==> config.mk <==
export PLATFORM = sky130hd
export DESIGN_NAME = iq_sample_repeater_flat
export DESIGN_NICKNAME = d
export VERILOG_FILES = /design/src/rtl/iq_sample_repeater_if.sv /design/src/rtl/iq_sample_repeater.sv /design/src/flat_wrapper.sv
export SDC_FILE = /design/constraint.sdc
export NUM_CORES = 1
export LEC_CHECK = 0
export CAP_MARGIN = 15
export CORE_MARGIN = 2
export CORE_UTILIZATION = 45
export CTS_CLUSTER_DIAMETER = 80
export CTS_CLUSTER_SIZE = 14
export DETAILED_ROUTE_END_ITERATION = 10
export GPL_TIMING_DRIVEN = 0
export PLACE_DENSITY = 0.77
export SLEW_MARGIN = 15
export SYNTH_ARGS = -nofsm -noshare
export SYNTH_HDL_FRONTEND = slang
export SYNTH_SLANG_ARGS = --single-unit
export TNS_END_PERCENT = 5
==> constraint.sdc <==
create_clock -name clk -period 2.54 [get_ports clk]
set_clock_uncertainty 0.15 [all_clocks]
set_input_delay 0.762 -clock clk [delete_from_list [all_inputs] [get_ports clk]]
set_output_delay 0.762 -clock clk [all_outputs]
set_load 0.03 [all_outputs]
==> src/rtl/iq_sample_repeater_if.sv <==
// I/Q sample stream bundle: one accepted input sample becomes a run of output beats.
// Both channels use valid/ready. A transfer happens on a clock edge where valid and ready are both high.
// The source holds valid and its payload steady until that transfer. ready may never depend on valid.
interface iq_sample_repeater_if #(
  parameter int DATA_W = 12
);
  logic              in_valid;
  logic              in_ready;
  logic [DATA_W-1:0] in_i;
  logic [DATA_W-1:0] in_q;
  logic              out_valid;
  logic              out_ready;
  logic [DATA_W-1:0] out_i;
  logic [DATA_W-1:0] out_q;
  logic              out_first;
  logic              out_last;

  modport master (
    output in_valid, in_i, in_q, out_ready,
    input  in_ready, out_valid, out_i, out_q, out_first, out_last
  );

  modport slave (
    input  in_valid, in_i, in_q, out_ready,
    output in_ready, out_valid, out_i, out_q, out_first, out_last
  );
endinterface

==> src/rtl/iq_sample_repeater.sv <==
// I/Q interpolation front-end. Each accepted sample is emitted as a run of beats.
// Within a run the sample is either held or followed by exact zeros. Runs stream back-to-back with no bubbles.
module iq_sample_repeater #(
  parameter int DATA_W     = 12,
  parameter int MAX_FACTOR = 16,
  localparam int FW        = $clog2(MAX_FACTOR + 1)
) (
  input  logic          clk,
  input  logic          rst,
  input  logic [FW-1:0] cfg_factor,
  input  logic          cfg_zstuff,
  iq_sample_repeater_if.slave bus
);

  logic              valid_q;
  logic [DATA_W-1:0] i_q;
  logic [DATA_W-1:0] q_q;
  logic [FW-1:0]     rep_cnt;
  logic [FW-1:0]     fac_q;
  logic              mode_q;

  logic [FW-1:0]     eff_factor;
  logic              last;
  logic              in_fire;
  logic              out_fire;

  // A factor of 0 means 1. Anything above MAX_FACTOR saturates.
  always_comb begin
    eff_factor = cfg_factor;
    if (cfg_factor == '0)
      eff_factor = FW'(1);
    else if (cfg_factor > FW'(MAX_FACTOR))
      eff_factor = FW'(MAX_FACTOR);
  end

  assign last     = valid_q && (rep_cnt == fac_q - FW'(1));
  assign out_fire = valid_q && bus.out_ready;
  assign in_fire  = bus.in_valid && bus.in_ready;

  // Accept the next sample during the last beat of the current run. This keeps the output stream dense.
  assign bus.in_ready  = !valid_q || (bus.out_ready && last);

  assign bus.out_valid = valid_q;
  assign bus.out_i     = i_q;
  assign bus.out_q     = q_q;
  assign bus.out_first = valid_q && (rep_cnt == '0);
  assign bus.out_last  = last;

  always_ff @(posedge clk) begin
    if (rst) begin
      valid_q <= 1'b0;
      i_q     <= '0;
      q_q     <= '0;
      rep_cnt <= '0;
      fac_q   <= FW'(1);
      mode_q  <= 1'b0;
    end else if (in_fire) begin
      // Configuration is captured only here, so a run in flight is unaffected by later changes.
      valid_q <= 1'b1;
      i_q     <= bus.in_i;
      q_q     <= bus.in_q;
      rep_cnt <= '0;
      fac_q   <= eff_factor;
      mode_q  <= cfg_zstuff;
    end else if (out_fire) begin
      if (!last) begin
        rep_cnt <= rep_cnt + FW'(1);
        if (mode_q) begin
          i_q <= '0;
          q_q <= '0;
        end
      end else begin
        valid_q <= 1'b0;
      end
    end
  end

endmodule

==> src/flat_wrapper.sv <==
// flat-port wrapper written by rule: the top's interface ports become plain ports
module iq_sample_repeater_flat 
#(
  parameter int DATA_W     = 12,
  parameter int MAX_FACTOR = 16,
  localparam int FW        = $clog2(MAX_FACTOR + 1)
)
  (clk, rst, cfg_factor, cfg_zstuff, bus_in_valid, bus_in_i, bus_in_q, bus_out_ready, bus_in_ready, bus_out_valid, bus_out_i, bus_out_q, bus_out_first, bus_out_last);
  iq_sample_repeater_if #(.DATA_W(DATA_W)) bus_i ();
  input  logic clk;
  input  logic rst;
  input  logic [FW-1:0] cfg_factor;
  input  logic cfg_zstuff;
  input wire logic [$bits(bus_i.in_valid)-1:0] bus_in_valid;
  input wire logic [$bits(bus_i.in_i)-1:0] bus_in_i;
  input wire logic [$bits(bus_i.in_q)-1:0] bus_in_q;
  input wire logic [$bits(bus_i.out_ready)-1:0] bus_out_ready;
  output wire logic [$bits(bus_i.in_ready)-1:0] bus_in_ready;
  output wire logic [$bits(bus_i.out_valid)-1:0] bus_out_valid;
  output wire logic [$bits(bus_i.out_i)-1:0] bus_out_i;
  output wire logic [$bits(bus_i.out_q)-1:0] bus_out_q;
  output wire logic [$bits(bus_i.out_first)-1:0] bus_out_first;
  output wire logic [$bits(bus_i.out_last)-1:0] bus_out_last;
  assign bus_i.in_valid = bus_in_valid;
  assign bus_i.in_i = bus_in_i;
  assign bus_i.in_q = bus_in_q;
  assign bus_i.out_ready = bus_out_ready;
  assign bus_in_ready = bus_i.in_ready;
  assign bus_out_valid = bus_i.out_valid;
  assign bus_out_i = bus_i.out_i;
  assign bus_out_q = bus_i.out_q;
  assign bus_out_first = bus_i.out_first;
  assign bus_out_last = bus_i.out_last;
  iq_sample_repeater #(.DATA_W(DATA_W), .MAX_FACTOR(MAX_FACTOR)) u_core (.clk(clk), .rst(rst), .cfg_factor(cfg_factor), .cfg_zstuff(cfg_zstuff), .bus(bus_i));
endmodule
# Word-level counts from Yosys, hierarchy flattened
# Index checks and enable logic that the tools add are counted.
# op_classes
add_sub_neg	2
order_cmp	1
eq_ne	2
muxes	10
bitwise_logic	1
reduce_logical	16
# ops
operator	count
$mux W12	5
$logic_not A5 Y1	2
$mux W5	2
$reduce_bool A2 Y1	3
$add A5 B1 Y5 const B	1
$eq A5 B5 Y1	1
$gt A5 B5 Y1 const B	1
$logic_and A1 B1 Y1	5
$sub A5 B1 Y5 const B	1
$reduce_and A2 Y1	2
$mux W1	3
$reduce_and A3 Y1	1
$ne A2 B2 Y1 const B	1
$reduce_or A2 Y1	1
$logic_not A1 Y1	1
$logic_or A1 B1 Y1	1
$not A1 Y1	1
# totals
reg_bits	36
inputBits	34
word_cells	38

# Logic depth before layout (Yosys ltp)
# Gate-level depths: netlist (run 1).
# logic_depth
depth_word	8
depth_mapped	10

# Worst setup path after synthesis (run 1)
# No wires, ideal clock.
# synth_path
kind	flip-flop to output port
startpoint	reg u_core.fac_q[0]
endpoint	out bus_in_ready
arrival_time_ns	2.038
required_time_ns	1.628
path_slack_ns	-0.410
stages_incl_launch_ff	7
n_path_buf	0
path_cell_list	dfxtp_1 inv_1 ha_1 xor2_1 o211ai_2 a211o_1 o21ai_0
# synth_between
elab_chain_cells	5
# synth_rtl
item	line_no	rtl
start: declaration	iq_sample_repeater.sv:19	logic [FW-1:0] fac_q;
start signal: assignment	iq_sample_repeater.sv:63	fac_q <= eff_factor;
$sub A5 B1 Y5	iq_sample_repeater.sv:36	assign last = valid_q && (rep_cnt == fac_q - FW'(1));
$eq A5 B5 Y1	iq_sample_repeater.sv:36	
$logic_and A1 B1 Y1	iq_sample_repeater.sv:36	
$logic_and A1 B1 Y1	iq_sample_repeater.sv:41	assign bus.in_ready = !valid_q || (bus.out_ready && last);
$logic_or A1 B1 Y1	iq_sample_repeater.sv:41	
end: declaration	flat_wrapper.sv:18	output wire logic [$bits(bus_i.in_ready)-1:0] bus_in_ready;
# No other way between the ends.

# Final worst setup path (run 1)
# Ends and elaborated chain as after synthesis.

==> results of run 1 <==
==> registers in the layout, summed over array words and instances, names as in the netlist <==
name / count
u_core.bus.out_i: 12
u_core.bus.out_q: 12
u_core.fac_q: 5
u_core.rep_cnt: 5
u_core.bus.out_valid: 1
u_core.mode_q: 1
==> area by class of cell <==
cell class / count / area [um^2]
timing repair buffer: 67 / 651.9
multi-input combinational: 163 / 1244
tap: 52 / 65.06
buffer: 22 / 135.1
fill: 384 / 1378
inverter: 8 / 30.03
clock buffer: 7 / 96.34
sequential: 36 / 724.4
==> power by group through the flow <==
stage	clock (mW)	combinational, mW	sequential (mW)
detailed placement	0	0.389	0.635
floorplan	0	0.176	0.688
finish	0.449	0.441	0.625
global route	0.473	0.478	0.629
global placement	0	0.383	0.636
CTS	0.455	0.432	0.624
==> synth_stat cells, drive strengths merged, types with 3 or more instances <==
cell     n  share of area
or3      4          0.015
nand2    3         0.0056
dfxtp   36           0.36
ha       3          0.019
o41ai    3          0.020
inv      8          0.015
xnor2    4          0.021
clkbuf  14          0.026
or4b    28           0.14
buf      8          0.030
nor2b   24          0.074
nor2     5          0.011
o21ai   58           0.14
a21oi    7          0.017
==> worst register-to-register path, cell delays in order, from the launching register on <==
cell,delay [ns]
sky130_fd_sc_hd__dfxtp_2,0.35
sky130_fd_sc_hd__inv_2,0.05
sky130_fd_sc_hd__ha_4,0.28
sky130_fd_sc_hd__xor2_4,0.18
sky130_fd_sc_hd__o211ai_4,0.11
sky130_fd_sc_hd__buf_4,0.17
sky130_fd_sc_hd__a2111oi_4,0.30
sky130_fd_sc_hd__buf_6,0.20
sky130_fd_sc_hd__buf_8,0.14
sky130_fd_sc_hd__nor2_2,0.07
sky130_fd_sc_hd__o31a_1,0.28
==> metrics by stage <==
step,setup slack [ns],instances
after floorplan,-0.03517,229
after CTS,-0.2279,354
after detailed placement,-0.7887,342
after global placement,-0.6857,342
after global routing,-0.3012,355
final,-0.2528,355
==> what timing repair did <==
item                       in CTS  in global routing
setup endpoints to repair      33                 28
setup buffers                   5                  1
cloned                          0                  0
pin swaps                       4                  2
gates resized for setup        31                 11
==> per-layer routing <==
| layer | vias to the layer above | routed length (um) | track usage |
|---|---|---|---|
| li1 | 981 | - | - |
| met1 | 914 | 2362 | 0.3084 |
| met2 | 59 | 2640 | 0.3728 |
| met3 | 7 | 385 | 0.06838 |
| met4 | 0 | 70 | 0.06499 |
| met5 | - | 0 | 0 |
==> layout by cell type, fill, tap and decap left out, types with 3 or more instances in the layout <==
cell type and count:
sky130_fd_sc_hd__clkbuf_2 3, sky130_fd_sc_hd__dfxtp_2 3, sky130_fd_sc_hd__nor2_1 4, sky130_fd_sc_hd__a21oi_1 6
sky130_fd_sc_hd__nand2_1 3, sky130_fd_sc_hd__buf_6 4, sky130_fd_sc_hd__buf_4 7, sky130_fd_sc_hd__or3_1 3
sky130_fd_sc_hd__clkbuf_1 10, sky130_fd_sc_hd__clkbuf_8 8, sky130_fd_sc_hd__inv_1 6, sky130_fd_sc_hd__clkdlybuf4s50_1 57
sky130_fd_sc_hd__or4b_1 28, sky130_fd_sc_hd__dfxtp_1 33, sky130_fd_sc_hd__o21ai_1 46, sky130_fd_sc_hd__nor2b_1 24
sky130_fd_sc_hd__buf_2 4, sky130_fd_sc_hd__o21ai_0 11, sky130_fd_sc_hd__xnor2_2 3
==> cells by family (layout without fill, tap and decap cells) <==
logic type | after synthesis | count (layout)
AOI/OAI and AO/OA | 75 | 75
and+or+nand+nor | 79 | 79
xor gates and xnor gates | 6 | 6
buffers and inverters | 30 | 104
adders and majority gates | 3 | 3
DFF | 36 | 36
==> worst paths after layout <==
| path | from | endpoint | slack [ns] | cells after the start |
|---|---|---|---|---|
| worst max-delay path | u_core.fac_q[0] | bus_in_ready | -0.25 | 7 |
| worst min-delay path | u_core.fac_q[1] | u_core.fac_q[1] | 0.37 | 2 |
| worst max register to register | u_core.fac_q[0] | u_core.fac_q[0] | 0.17 | 10 |
| worst min register to register | u_core.fac_q[1] | u_core.fac_q[1] | 0.37 | 2 |
==> results.sh, run 1 <==
export IMPL_synth_flop_cell="sky130_fd_sc_hd__dfxtp_1"
export IMPL_layout_drive_gt1_share=0.1683
export IMPL_detail_route_vias_per_cell=5.524
export IMPL_holdCritPathClass="flop to flop"
export IMPL_synth_async_sr_flop_share=0
export IMPL_tritoncts_clock_tree="done"
export IMPL_placeableCoreArea_mm2=0.004324
export IMPL_max_fanout_on_critical_path=3
export IMPL_clk_path_buf_depth=2
export IMPL_p_switching_mw=0.4609
export IMPL_netlist_cell_type_count=40
export IMPL_drt_iter0_markers=81
export IMPL_remaining_max_slew_budget_at_the_tightest_pin=0.6854
export IMPL_grt_pass1_wl_um=9308
export IMPL_longest_individual_stage_delay_on_the_worst_path_ns=0.35
export IMPL_final_setup_worst_slack_ns=-0.2528
export IMPL_totalPowerFinal_mw=1.516
export IMPL_final_hold_worst_slack_ns=0.3722
export IMPL_leakage_nw=1.044
export IMPL_tritoncts_num_buffers=5
export IMPL_syn_area_mm2=0.002016
export IMPL_wire_per_inst_um=15.37
export IMPL_combPwrFrac=0.291
export IMPL_total_count_of_hold_check_failures_in_the_final_report=0
export IMPL_p_sw_frac=0.3040
export IMPL_dieWidth_um=70.93
export IMPL_clkSinkCount=36
export IMPL_die_height_um=70.93
export IMPL_yosys_register_bits=36
export IMPL_post_synthesis_simple_gate_area_fraction=0.2948
export IMPL_antenna_found_initial=0
export IMPL_timing_final_crit_share=1.100
export IMPL_track_usage=0.2331
export IMPL_clock_root_buffer="sky130_fd_sc_hd__clkbuf_8"
export IMPL_clock_power_frac=0.296
export IMPL_worst_pin_slew_ns=0.4718
export IMPL_final_max_slew_violation_count=0
export IMPL_grt_setup_unrepaired="yes"
export IMPL_antenna_diode_count=0
export IMPL_drtPass1Iterations=4
export IMPL_mappedNetlistNets=266
export IMPL_cp_arrival_ns=1.88
export IMPL_cellInternalPower_mw=1.055
export IMPL_critPathCaptureType="output pin"
export IMPL_synth_edf_count=0
export IMPL_max_freq_mhz=358.1
export IMPL_num_rows=24
export IMPL_final_setup_viol_count=2
export IMPL_failed_checks="setup timing"
export IMPL_post_route_setup_tns_ns=-0.3906
export IMPL_worst_path_class_setup="flop to output pin"
export IMPL_antenna_violating_nets_post_route=0
export IMPL_timing_critical_path_required_ns=1.63
export IMPL_number_of_nets_in_the_final_layout=340
export IMPL_critical_path_buf_inv_count=2
export IMPL_insertion_delay_ns=0.30
export IMPL_number_of_h_tree_levels=2
export IMPL_vdd_ir_drop_worst_mv=0.3332
export IMPL_via_count_of_the_routed_design=1961
export IMPL_io_pins=62
export IMPL_synthCells=229
export IMPL_min_period_ns=2.793
export IMPL_dpl_cell_area_mm2=0.002704
export IMPL_cap_violations=0
export IMPL_clkSlewWorstSetupHoldPaths_ns=0.08
export IMPL_synth_xor_area_share=0.02980
export IMPL_worstSetupStartpointType="flop"
export IMPL_slowest_stage="sky130_fd_sc_hd__dfxtp_2"
export IMPL_place_congestion=0.7244
export IMPL_power_density_mw_per_mm2=514.5
export IMPL_initial_core_util=0.4661
export IMPL_synth_compound_area_frac=0.2278
export IMPL_postLayoutCoreUtil=0.6814
export IMPL_ctsHoldBuffers=0
export IMPL_dp_final_hpwl_um=3749
export IMPL_synth_area_mux_share=0
export IMPL_dominant_combinational_cell_family_by_area_after_synthesis="simple AND/OR/NAND/NOR gates"
export IMPL_path_cells="inv_2, ha_4, xor2_4, o211ai_4, a211o_1, o21ai_2, buf_6"
export IMPL_via_count_of_the_first_global_routing_pass=1979
export IMPL_finish_instance_area_mm2=0.002947
export IMPL_ys_warn_count=0
export IMPL_wire_length_after_detailed_routing_um=5458
export IMPL_numPortBuffers=61
export IMPL_area_growth_pct=46.18
export IMPL_drt_drc_violations_left=0
export IMPL_synthAdderAreaFrac=0.01862
export IMPL_largest_net_degree_at_the_start_of_global_routing=11
export IMPL_p_seq_frac=0.412
export IMPL_avgSynthCellArea_um2=8.802
export IMPL_outcome="complete, but fails checks"
export IMPL_die_area_mm2=0.005030
export IMPL_timing_critical_path_max_delay_family="compound AO/OA/AOI/OAI gates"
export IMPL_global_route_overflow_total=0
export IMPL_yosysSeqAreaShare=0.3575
Power figures use the tool's default switching activity.
==> run 2: changes to the inputs <==
Settings changed: CTS_CLUSTER_SIZE 14 to unset.
==> results of run 2 <==
No change in the layout: final DEF, timing and power equal those of run 1.
==> run 3: changes to the inputs <==
Settings changed: CORE_UTILIZATION 45 to 47, PLACE_DENSITY 0.77 to 0.8.
==> results.sh, run 3 (synthesis gave the netlist of run 1 again) <==
export IMPL_holdCritPathClass="flop to flop"
export IMPL_remaining_max_slew_budget_at_the_tightest_pin=0.6915
export IMPL_wire_per_inst_um=14.27
export IMPL_wire_length_after_detailed_routing_um=5080
export IMPL_worst_r2r_cell_count=10
export IMPL_origin_of_the_worst_min_delay_path="u_core.bus.out_i[3]"
export IMPL_setup_reg_to_reg_worst_slack_ns=0.10
export IMPL_number_of_nets_in_the_final_layout=342
export IMPL_detail_route_vias_per_cell=5.337
export IMPL_track_usage=0.2248
export IMPL_largest_net_degree_at_the_start_of_global_routing=11
export IMPL_ctsHoldBuffers=0
export IMPL_antenna_found_initial=0
export IMPL_final_setup_viol_count=2
export IMPL_die_area_mm2=0.004829
export IMPL_tritoncts_clock_tree="done"
export IMPL_worst_path_class_setup="flop to output pin"
export IMPL_final_setup_worst_slack_ns=-0.2133
export IMPL_initial_core_util=0.4968
export IMPL_whs_path_depth=2
export IMPL_num_rows=23
export IMPL_tritoncts_num_buffers=5
export IMPL_via_count_of_the_first_global_routing_pass=1867
export IMPL_cp_arrival_ns=1.84
export IMPL_min_period_ns=2.753
export IMPL_numPlacedInstances=340
export IMPL_cap_violations=0
export IMPL_mostFrequentLayoutCells="sky130_fd_sc_hd__clkdlybuf4s50_1 (57), sky130_fd_sc_hd__o21ai_1 (46), sky130_fd_sc_hd__dfxtp_1 (34)"
export IMPL_clock_root_buffer="sky130_fd_sc_hd__clkbuf_8"
export IMPL_area_growth_pct=46.06
export IMPL_max_freq_mhz=363.2
export IMPL_failed_checks="setup timing"
export IMPL_outcome="complete, but fails checks"
export IMPL_worstSetupStartpointType="flop"
export IMPL_max_fanout_on_critical_path=3
export IMPL_post_route_setup_tns_ns=-0.3031
export IMPL_dpl_cell_area_mm2=0.002701
export IMPL_total_count_of_hold_check_failures_in_the_final_report=0
export IMPL_dp_final_hpwl_um=3592
export IMPL_drt_iter0_markers=107
export IMPL_path_cells="inv_2, ha_4, xor2_2, o211ai_4, a211o_1, o21ai_2, buf_6"
export IMPL_drtPass1Iterations=4
export IMPL_grt_pass1_wl_um=8907
export IMPL_timing_critical_path_required_ns=1.63
export IMPL_worst_pin_slew_ns=0.4628
export IMPL_die_height_um=69.49
export IMPL_finish_instance_area_mm2=0.002944
export IMPL_clkSlewWorstSetupHoldPaths_ns=0.07
export IMPL_global_route_overflow_total=0
export IMPL_place_congestion=0.8020
export IMPL_postLayoutCoreUtil=0.7256
export IMPL_vdd_ir_drop_worst_mv=0.2594
export IMPL_worst_r2r_endpoint="u_core.fac_q[0]"
export IMPL_insertion_delay_ns=0.29
export IMPL_layout_drive_gt1_share=0.1503
export IMPL_placeableCoreArea_mm2=0.004058
export IMPL_layout_cells_most_common="sky130_fd_sc_hd__clkdlybuf4s50_1"
export IMPL_critPathCaptureType="output pin"
export IMPL_final_hold_worst_slack_ns=0.4030
export IMPL_io_pins=62
export IMPL_numPortBuffers=61
export IMPL_dieWidth_um=69.49
export IMPL_timing_final_crit_share=1.084
export IMPL_antenna_violating_nets_post_route=0
export IMPL_via_count_of_the_routed_design=1900
export IMPL_finish_cell_count_without_fillers=356
export IMPL_clk_path_buf_depth=2
export IMPL_drt_drc_violations_left=0
export IMPL_power_density_mw_per_mm2=502.6
export IMPL_regToRegStartpoint="u_core.fac_q[0]"
export IMPL_hold_path_end="u_core.bus.out_i[3]"
export IMPL_totalPowerFinal_mw=1.480
export IMPL_slowest_stage="sky130_fd_sc_hd__dfxtp_2"
export IMPL_final_max_slew_violation_count=0
export IMPL_leakage_nw=1.041
export IMPL_grt_setup_unrepaired="yes"
export IMPL_setup_slack_placement_ns=-0.7217
export IMPL_clkSinkCount=36
export IMPL_antenna_diode_count=0
export IMPL_number_of_h_tree_levels=2
export IMPL_longest_individual_stage_delay_on_the_worst_path_ns=0.35
==> run 3: cell types whose count changed in the layout (fill, tap and decap cells not counted), moves of 2 or more <==
cell	change
sky130_fd_sc_hd__clkbuf_2	-3
sky130_fd_sc_hd__clkbuf_8	-2
sky130_fd_sc_hd__clkbuf_1	+5
sky130_fd_sc_hd__xnor2_2	-2
==> run 3: final cells by class <==
class	count	area, um^2
buffer	22	125.1
fill	307	1114
tap	50	62.56
inverter	8	30.03
sequential	36	723.2
timing repair buffer	69	674.4
clock buffer	8	90.09
multi-input combinational	163	1239
==> run 3: worst max-delay path: cells and delay by family (launching register included) <==
| kind | cells | cell delay (ns) |
|---|---|---|
| AO/OA/AOI/OAI | 3 | 0.57 |
| XOR/XNOR | 1 | 0.18 |
| flip-flops | 1 | 0.35 |
| buffers and inverters | 2 | 0.21 |
| adder cells (fa/ha/maj) | 1 | 0.26 |
==> run 3: how the worst max path moves through the flow <==
stage / startpoint / endpoint / slack, ns / cells after the start
2_1_floorplan: u_core.fac_q[0] / bus_in_ready / -0.04 / 6
6_report: u_core.fac_q[0] / bus_in_ready / -0.21 / 7
5_1_grt: u_core.fac_q[1] / bus_in_ready / -0.29 / 7
3_3_place_gp: u_core.fac_q[0] / bus_out_last / -0.69 / 7
4_1_cts: u_core.fac_q[1] / bus_in_ready / -0.24 / 7
3_5_place_dp: u_core.fac_q[0] / bus_out_last / -0.72 / 7
==> run 3: power by group <==
part           total (mW)  switching, mW  leakage [nW]  internal, mW
Sequential          0.625         0.0241         0.295         0.601
Combinational       0.435          0.222         0.700         0.213
Clock               0.420          0.199        0.0455         0.221
==> run 3: per-layer routing <==
| layer | GRT usage | vias to the layer above | wire length, um |
|---|---|---|---|
| met5 | 0 | - | 0 |
| met4 | 0.06100 | 0 | 72 |
| met3 | 0.04797 | 8 | 264 |
| met2 | 0.3665 | 55 | 2351 |
| met1 | 0.3011 | 848 | 2392 |
| li1 | - | 989 | - |
==> run 3: what timing repair did <==
| item | 4_1_cts | 5_1_grt |
|---|---|---|
| gates resized for setup | 30 | 4 |
| pin swaps | 3 | 1 |
| setup endpoints to repair | 34 | 30 |
| setup buffers | 7 | 1 |
